--- config.mk ---
export PLATFORM = sky130hd
export DESIGN_NAME = span_slope_setup_flat
export DESIGN_NICKNAME = d
export VERILOG_FILES = /design/src/rtl/raster_pkg.sv /design/src/rtl/span_slope_setup_if.sv /design/src/rtl/span_slope_setup_udiv_seq.sv /design/src/rtl/span_slope_setup.sv /design/src/flat_wrapper.sv
export SDC_FILE = /design/constraint.sdc
export NUM_CORES = 1
export LEC_CHECK = 0
export CAP_MARGIN = 20
export CORE_MARGIN = 1
export CORE_UTILIZATION = 53
export CTS_BUF_LIST = sky130_fd_sc_hd__clkbuf_8
export DETAILED_ROUTE_END_ITERATION = 10
export DONT_BUFFER_PORTS = 1
export GPL_ROUTABILITY_DRIVEN = 0
export PLACE_DENSITY = 0.68
export SLEW_MARGIN = 30
export SYNTH_ARGS = -nofsm -noshare
export SYNTH_HDL_FRONTEND = slang
export SYNTH_SLANG_ARGS = --single-unit
--- constraint.sdc ---
create_clock -name clk -period 5.61 [get_ports clk]
set_input_delay 0.2805 -clock clk [delete_from_list [all_inputs] [get_ports clk]]
set_output_delay 0.2805 -clock clk [all_outputs]
set_load 0.03 [all_outputs]
--- src/rtl/raster_pkg.sv ---
// raster_pkg: shared raster-setup types and constants.
//   EFMSB      MSB index of signed value/slope words (19-bit words)
//   SPAN_W     width of a span length field (legal lengths 1..MAX_SPAN)
//   MAX_SPAN   width of the interpolation tree fed by the span setup
//   coord_t    signed value/slope word
//   state_t    span setup FSM states
package raster_pkg;

  localparam int unsigned EFMSB    = 18;
  localparam int unsigned SPAN_W   = 7;
  localparam int unsigned MAX_SPAN = 64;

  typedef logic signed [EFMSB:0] coord_t;

  localparam coord_t COORD_MAX = {1'b0, {EFMSB{1'b1}}};
  localparam coord_t COORD_MIN = {1'b1, {EFMSB{1'b0}}};

  typedef enum logic [1:0] {
    IDLE,
    DIV,
    FIX,
    DONE
  } state_t;

endpackage

--- src/rtl/span_slope_setup_if.sv ---
// span_slope_setup_if: input and output valid/ready channels of the span setup.
//   in_valid/in_ready         request handshake
//   in_v0, in_v1, in_len      start value, end value, span length
//   out_valid/out_ready       result handshake
//   out_left, out_mul         interpolation base value and slope
//   out_sat, out_err          slope clipped / zero length presented
// Modports: master drives requests and accepts results (upstream/downstream
// side), slave is the span setup block itself.
interface span_slope_setup_if;
  import raster_pkg::*;

  logic              in_valid;
  logic              in_ready;
  coord_t            in_v0;
  coord_t            in_v1;
  logic [SPAN_W-1:0] in_len;
  logic              out_valid;
  logic              out_ready;
  coord_t            out_left;
  coord_t            out_mul;
  logic              out_sat;
  logic              out_err;

  modport master (
    output in_valid, in_v0, in_v1, in_len, out_ready,
    input  in_ready, out_valid, out_left, out_mul, out_sat, out_err
  );

  modport slave (
    input  in_valid, in_v0, in_v1, in_len, out_ready,
    output in_ready, out_valid, out_left, out_mul, out_sat, out_err
  );

endinterface

--- src/rtl/span_slope_setup_udiv_seq.sv ---
// udiv_seq: unsigned iterative restoring divider, one quotient bit per cycle,
// MSB first. start_i is accepted when idle; done_o pulses for one cycle once
// DVD_W iterations have completed, with quotient_o valid from then on.
//   clk_i, rst_i     clock, synchronous active-high reset (aborts a divide)
//   start_i          load dividend_i/divisor_i and begin
//   dividend_i       DVD_W-bit unsigned dividend
//   divisor_i        DVS_W-bit unsigned divisor (non-zero)
//   busy_o, done_o   iterating / final iteration just completed
//   quotient_o       DVD_W-bit quotient
module udiv_seq #(
  parameter int unsigned DVD_W = 20,
  parameter int unsigned DVS_W = 7
) (
  input  logic             clk_i,
  input  logic             rst_i,
  input  logic             start_i,
  input  logic [DVD_W-1:0] dividend_i,
  input  logic [DVS_W-1:0] divisor_i,
  output logic             busy_o,
  output logic             done_o,
  output logic [DVD_W-1:0] quotient_o
);

  localparam int unsigned CNT_W = $clog2(DVD_W + 1);

  logic [DVS_W-1:0] rem_q, rem_d;
  logic [DVS_W-1:0] dvs_q, dvs_d;
  logic [DVD_W-1:0] quo_q, quo_d;
  logic [CNT_W-1:0] cnt_q, cnt_d;
  logic             busy_q, busy_d;
  logic             done_q, done_d;
  logic [DVS_W:0]   shifted;
  logic [DVS_W:0]   trial;

  // quo_q starts as the dividend and is shifted out MSB first while the
  // quotient bits are shifted in at the bottom.
  always_comb begin
    rem_d   = rem_q;
    dvs_d   = dvs_q;
    quo_d   = quo_q;
    cnt_d   = cnt_q;
    busy_d  = busy_q;
    done_d  = 1'b0;
    shifted = {rem_q, quo_q[DVD_W-1]};
    trial   = shifted - {1'b0, dvs_q};
    if (busy_q) begin
      if (shifted >= {1'b0, dvs_q}) begin
        rem_d = trial[DVS_W-1:0];
        quo_d = {quo_q[DVD_W-2:0], 1'b1};
      end else begin
        rem_d = shifted[DVS_W-1:0];
        quo_d = {quo_q[DVD_W-2:0], 1'b0};
      end
      cnt_d = cnt_q - 1'b1;
      if (cnt_q == CNT_W'(1)) begin
        busy_d = 1'b0;
        done_d = 1'b1;
      end
    end else if (start_i) begin
      rem_d  = '0;
      dvs_d  = divisor_i;
      quo_d  = dividend_i;
      cnt_d  = CNT_W'(DVD_W);
      busy_d = 1'b1;
    end
  end

  always_ff @(posedge clk_i) begin
    if (rst_i) begin
      rem_q  <= '0;
      dvs_q  <= '0;
      quo_q  <= '0;
      cnt_q  <= '0;
      busy_q <= 1'b0;
      done_q <= 1'b0;
    end else begin
      rem_q  <= rem_d;
      dvs_q  <= dvs_d;
      quo_q  <= quo_d;
      cnt_q  <= cnt_d;
      busy_q <= busy_d;
      done_q <= done_d;
    end
  end

  assign busy_o     = busy_q;
  assign done_o     = done_q;
  assign quotient_o = quo_q;

endmodule

--- src/rtl/span_slope_setup.sv ---
// span_slope_setup: per-span setup for the 64-wide linear interpolation tree.
// Produces LEFT = V0 and MUL = (V1 - V0) / LEN (truncated toward zero,
// saturated to the signed 19-bit range) using a sequential restoring divider.
//   clk, reset   clock, synchronous active-high reset
//   bus          span_slope_setup_if.slave: in_* request channel,
//                out_* result channel (valid held until out_ready)
// Build option: define SLOPE_ROUND_EN to round half away from zero
// (dividend |diff| + LEN/2, one extra divider iteration).
module span_slope_setup
  import raster_pkg::*;
(
  input  logic               clk,
  input  logic               reset,
  span_slope_setup_if.slave  bus
);

  localparam int unsigned DIFF_W = EFMSB + 2;
`ifdef SLOPE_ROUND_EN
  localparam int unsigned DVD_W  = EFMSB + 3;
`else
  localparam int unsigned DVD_W  = EFMSB + 2;
`endif
  localparam logic [DVD_W-1:0] POS_LIM = DVD_W'((2 ** EFMSB) - 1);
  localparam logic [DVD_W-1:0] NEG_LIM = DVD_W'(2 ** EFMSB);

  state_t             state_q;
  logic               in_ready_q;
  logic               out_valid_q;
  logic               sat_q;
  logic               err_q;
  logic               sign_q;
  coord_t             left_q;
  coord_t             mul_q;
  logic [DVD_W-1:0]   quo_q;

  logic               accept;
  logic signed [DIFF_W-1:0] diff;
  logic [DIFF_W-1:0]  diff_abs;
  logic [DVD_W-1:0]   dividend;
  logic               div_start;
  logic               div_busy;
  logic               div_done;
  logic [DVD_W-1:0]   div_quo;
  logic [EFMSB:0]     quo_neg;
  coord_t             mul_d;
  logic               sat_d;

  always_comb begin
    accept   = bus.in_valid & in_ready_q;
    diff     = {bus.in_v1[EFMSB], bus.in_v1} - {bus.in_v0[EFMSB], bus.in_v0};
    diff_abs = diff[DIFF_W-1] ? DIFF_W'(-diff) : DIFF_W'(diff);
`ifdef SLOPE_ROUND_EN
    dividend = {1'b0, diff_abs} + DVD_W'(bus.in_len >> 1);
`else
    dividend = diff_abs;
`endif
    div_start = accept & (bus.in_len != '0) & ~div_busy;

    // Only the low bits are negated; anything large enough to need the
    // upper bits is clipped by the limit compare instead.
    quo_neg = ~quo_q[EFMSB:0] + 1'b1;
    sat_d   = 1'b0;
    if (sign_q) begin
      if (quo_q > NEG_LIM) begin
        mul_d = COORD_MIN;
        sat_d = 1'b1;
      end else begin
        mul_d = coord_t'(quo_neg);
      end
    end else begin
      if (quo_q > POS_LIM) begin
        mul_d = COORD_MAX;
        sat_d = 1'b1;
      end else begin
        mul_d = coord_t'(quo_q[EFMSB:0]);
      end
    end
  end

  udiv_seq #(
    .DVD_W (DVD_W),
    .DVS_W (SPAN_W)
  ) u_div (
    .clk_i      (clk),
    .rst_i      (reset),
    .start_i    (div_start),
    .dividend_i (dividend),
    .divisor_i  (bus.in_len),
    .busy_o     (div_busy),
    .done_o     (div_done),
    .quotient_o (div_quo)
  );

  always_ff @(posedge clk) begin
    if (reset) begin
      state_q     <= IDLE;
      in_ready_q  <= 1'b1;
      out_valid_q <= 1'b0;
      sat_q       <= 1'b0;
      err_q       <= 1'b0;
      sign_q      <= 1'b0;
      left_q      <= '0;
      mul_q       <= '0;
      quo_q       <= '0;
    end else begin
      case (state_q)
        IDLE: begin
          if (accept) begin
            left_q     <= bus.in_v0;
            sign_q     <= diff[DIFF_W-1];
            in_ready_q <= 1'b0;
            sat_q      <= 1'b0;
            if (bus.in_len == '0) begin
              mul_q       <= '0;
              err_q       <= 1'b1;
              out_valid_q <= 1'b1;
              state_q     <= DONE;
            end else begin
              err_q   <= 1'b0;
              state_q <= DIV;
            end
          end
        end
        DIV: begin
          if (div_done) begin
            quo_q   <= div_quo;
            state_q <= FIX;
          end
        end
        FIX: begin
          mul_q       <= mul_d;
          sat_q       <= sat_d;
          out_valid_q <= 1'b1;
          state_q     <= DONE;
        end
        DONE: begin
          if (bus.out_ready) begin
            out_valid_q <= 1'b0;
            in_ready_q  <= 1'b1;
            state_q     <= IDLE;
          end
        end
        default: state_q <= IDLE;
      endcase
    end
  end

  assign bus.in_ready  = in_ready_q;
  assign bus.out_valid = out_valid_q;
  assign bus.out_left  = left_q;
  assign bus.out_mul   = mul_q;
  assign bus.out_sat   = sat_q;
  assign bus.out_err   = err_q;

endmodule

--- src/flat_wrapper.sv ---
// flat-port wrapper written by rule: the top's interface ports become plain ports
module span_slope_setup_flat import raster_pkg::*;
  (clk, reset, bus_in_valid, bus_in_v0, bus_in_v1, bus_in_len, bus_out_ready, bus_in_ready, bus_out_valid, bus_out_left, bus_out_mul, bus_out_sat, bus_out_err);
  span_slope_setup_if bus_i ();
  input  logic clk;
  input  logic reset;
  input wire logic [$bits(bus_i.in_valid)-1:0] bus_in_valid;
  input wire logic [$bits(bus_i.in_v0)-1:0] bus_in_v0;
  input wire logic [$bits(bus_i.in_v1)-1:0] bus_in_v1;
  input wire logic [$bits(bus_i.in_len)-1:0] bus_in_len;
  input wire logic [$bits(bus_i.out_ready)-1:0] bus_out_ready;
  output wire logic [$bits(bus_i.in_ready)-1:0] bus_in_ready;
  output wire logic [$bits(bus_i.out_valid)-1:0] bus_out_valid;
  output wire logic [$bits(bus_i.out_left)-1:0] bus_out_left;
  output wire logic [$bits(bus_i.out_mul)-1:0] bus_out_mul;
  output wire logic [$bits(bus_i.out_sat)-1:0] bus_out_sat;
  output wire logic [$bits(bus_i.out_err)-1:0] bus_out_err;
  assign bus_i.in_valid = bus_in_valid;
  assign bus_i.in_v0 = bus_in_v0;
  assign bus_i.in_v1 = bus_in_v1;
  assign bus_i.in_len = bus_in_len;
  assign bus_i.out_ready = bus_out_ready;
  assign bus_in_ready = bus_i.in_ready;
  assign bus_out_valid = bus_i.out_valid;
  assign bus_out_left = bus_i.out_left;
  assign bus_out_mul = bus_i.out_mul;
  assign bus_out_sat = bus_i.out_sat;
  assign bus_out_err = bus_i.out_err;
  span_slope_setup u_core (.clk(clk), .reset(reset), .bus(bus_i));
endmodule
==> impl_metrics.json <==
{
  "synth_cells": 884,
  "synth_xor_xnor_area_share": 0.0385,
  "critPathLaunchType": "register",
  "place_ws_ns": 2.32,
  "synth_top_family_by_area": "compound AO/OA/AOI/OAI gates",
  "tns_ns": 0,
  "synth_nets": 969,
  "cp.required_ns": 5.93,
  "combPwrFrac": 0.378,
  "die_y_um": 114,
  "setup.worst_path.end_class": "register",
  "crit_chain": "inv_1, ha_1, or3b_1, nor4b_4, nand3_1, nor3_2, a21boi_1, o21ai_0, and3_1, o221ai_1, a21oi_1",
  "clk_path_buf_depth": 2,
  "internal_power_mw": 1.45,
  "cts_setup_buffers": 0,
  "netlist_area_mm2": 0.00659,
  "p_switching_uw": 943,
  "firstDrtPassIters": 4,
  "muxShareOfSynthArea": 0.0144,
  "synthTopCellsByArea": "dfxtp_1 (32%), a21oi_1 (9.6%), nand2_1 (9.6%)",
  "grt_max_degree": 103,
  "layout_common_cells": "nand2_1 (168), a21oi_1 (127), dfxtp_1 (105)",
  "numCtsBuffers": 9,
  "grt_pass1_wl_mm": 26.5,
  "slew_violations": 0,
  "clock_latency_ns": 0.39,
  "hold_class": "input port to register",
  "layout_commonest_cell": "nand2_1",
  "hpwl_mm": 10.6,
  "synth_compound_area_frac": 0.248,
  "status": "complete, no violations",
  "cp_max_fo": 18,
  "antenna_found_initial": 0,
  "fin_cells": 1027,
  "antennaDiodeCount": 0,
  "arrival_ns": 3.67,
  "synth-seq-cells": 106,
  "grt_pass1_vias": 5851,
  "vias_per_cell": 5.79,
  "cts.clk_slew.worst_paths_ns": 0.10,
  "synth_warnings": 0,
  "drive_gt1_frac": 0.0559,
  "portBuffers": 0,
  "slowest_stage": "and3_1",
  "slew_headroom": 0.562,
  "htreeDepth": 3,
  "core.rowCount": 40,
  "fmax_mhz": 298,
  "ys_seq_area_frac": 0.322,
  "synth_top_cell_by_area": "dfxtp_1",
  "power_mw": 2.39,
  "power_density_mw_per_mm2": 347,
  "fp.dieArea_mm2": 0.0129,
  "grt-ovfl-total": 0,
  "yosys.area_share.simple": 0.237,
  "ctsRootBufferMaster": "clkbuf_8",
  "drt-initial-drc-count": 434,
  "area_growth_pct": 4.69,
  "via_count": 5951,
  "grt_usage": 0.250,
  "die_w_um": 114,
  "synth-adder-area-share": 0.0706,
  "use_met1": 0.316,
  "clock-skew-final_ns": 0.00906,
  "drcViolationCount": 0,
  "final_area_mm2": 0.00690,
  "grt_busiest_layer": "met2",
  "worst_pin_slew_ns": 0.654,
  "finalCriticalPeriod_ns": 3.35,
  "peakVddDrop_mv": 0.150,
  "cts.sinks": 106,
  "synth_ff_type": "dfxtp_1",
  "power.leakage_nw": 2.63,
  "synth_cell_types": 73,
  "period_share": 0.598,
  "synth_top_area_share": 0.322,
  "met2_usage": 0.417,
  "ant_nets": 0,
  "route.detailed.wl_per_inst_um": 14.8,
  "finalHoldViolCount": 0,
  "cts_tree": "done",
  "worst_slack_ns": 2.26,
  "path_class": "register to register",
  "final_nets": 940,
  "synth.avg_cell_area_um2": 7.46,
  "placed_cells": 1004,
  "initial_core_util": 0.546,
  "placed_cell_area_mm2": 0.00659,
  "finalSetupViolations": 0,
  "async_flop_share": 0,
  "seqPwrFrac": 0.413,
  "pwr-share-clk": 0.208,
  "drt-total-wl_mm": 15.2,
  "io_pins": 91,
  "worst_path_largest_cell_delay_ns": 0.59,
  "maxCapViolCount": 0,
  "core_area_mm2": 0.0121,
  "grt.met3_usage": 0.0510,
  "rsz0062_at_grt": "no",
  "synth-edff-count": 0,
  "sw_frac_of_total": 0.394
}
## worst paths after layout
| check | to | depth (start not counted) | startpoint | slack (ns) |
|---|---|---|---|---|
| worst min-delay path | u_core.bus.out_left[7] | 2 | bus_in_v0[7] | 0.02 |
| worst max-delay path | u_core.bus.out_mul[6] | 11 | u_core.quo_q[0] | 2.26 |
| worst max register to register | u_core.bus.out_mul[6] | 11 | u_core.quo_q[0] | 2.26 |
| worst min register to register | u_core.u_div.dvs_q[4] | 2 | u_core.u_div.dvs_q[4] | 0.46 |
## timing repair
| item | in CTS | in global routing |
|---|---|---|
| hold buffers | 7 | 0 |
| hold endpoints to repair | 102 | 0 |
| resized for setup | 0 | 0 |
## logic make-up after synthesis
family                     count (synthesis)
AOI/OAI and AO/OA                        264
muxes                                      9
xor gates and xnor gates                  29
adders and majority gates                 36
buffers and inverters                    109
DFF                                      106
and+or+nand+nor                          331
## final cells by class
| cell class | count | area, µm² |
|---|---|---|
| inverter | 56 | 210 |
| fill | 1175 | 5160 |
| sequential | 106 | 2120 |
| tap | 168 | 210 |
| clock buffer | 12 | 165 |
| multi-input combinational | 669 | 4010 |
| timing repair buffer | 13 | 140 |
| clock inverter | 3 | 38.8 |
## critical path, delay by kind of cell (launching register included)
kind	cells	cell delay [ns]
buffers and inverters	1	0.07
flip-flops	1	0.36
adder cells (fa/ha/maj)	1	0.20
AO/OA/AOI/OAI	4	0.73
AND/OR/NAND/NOR	5	1.92
## routing by layer
layer	share of wire	vias to the layer above
met3	0.064	18
met4	0.018	0
met5	0	-
li1	-	3036
met2	0.46	185
met1	0.46	2712
## power groups by stage
| stage | Clock, mW | Combinational [mW] | Sequential (mW) |
|---|---|---|---|
| floorplan | 0 | 0.750 | 0.973 |
| global placement | 0 | 0.844 | 1.00 |
| detailed placement | 0 | 0.873 | 1.01 |
| CTS | 0.511 | 0.895 | 0.989 |
| global route | 0.541 | 1.02 | 1.00 |
| finish | 0.499 | 0.906 | 0.990 |
## sequential cells by signal (all words and copies together) (netlist names), 2 cells and up
name                     cells
u_core.bus.out_left         19
u_core.bus.out_mul          19
u_core.quo_q                20
u_core.state_q               2
u_core.u_div.cnt_q           5
u_core.u_div.dvs_q           7
u_core.u_div.quotient_o     20
u_core.u_div.rem_q           7
## stage by stage
step	utilization	hold slack, ns
after floorplan	-	0.416
after global placement	0.546	0.357
after detailed placement	0.546	0.361
after CTS	0.570	0.00236
after global routing	0.572	0.00806
final	0.572	0.0194
## cells in the mapped netlist, types with 7 or more instances
cell type / n
nand2b_1: 7
a21o_1: 11
o21ai_0: 35
xor2_1: 13
and3_1: 8
inv_1: 56
nor2_1: 54
o211ai_1: 12
a31oi_1: 12
o221ai_1: 8
nand3_1: 24
dfxtp_1: 106
nand2_1: 168
xnor2_1: 16
ha_1: 34
clkbuf_1: 39
a21oi_1: 127
nor3_1: 16
nand4_1: 7
No activity file was read; power rests on OpenSTA's default activity.
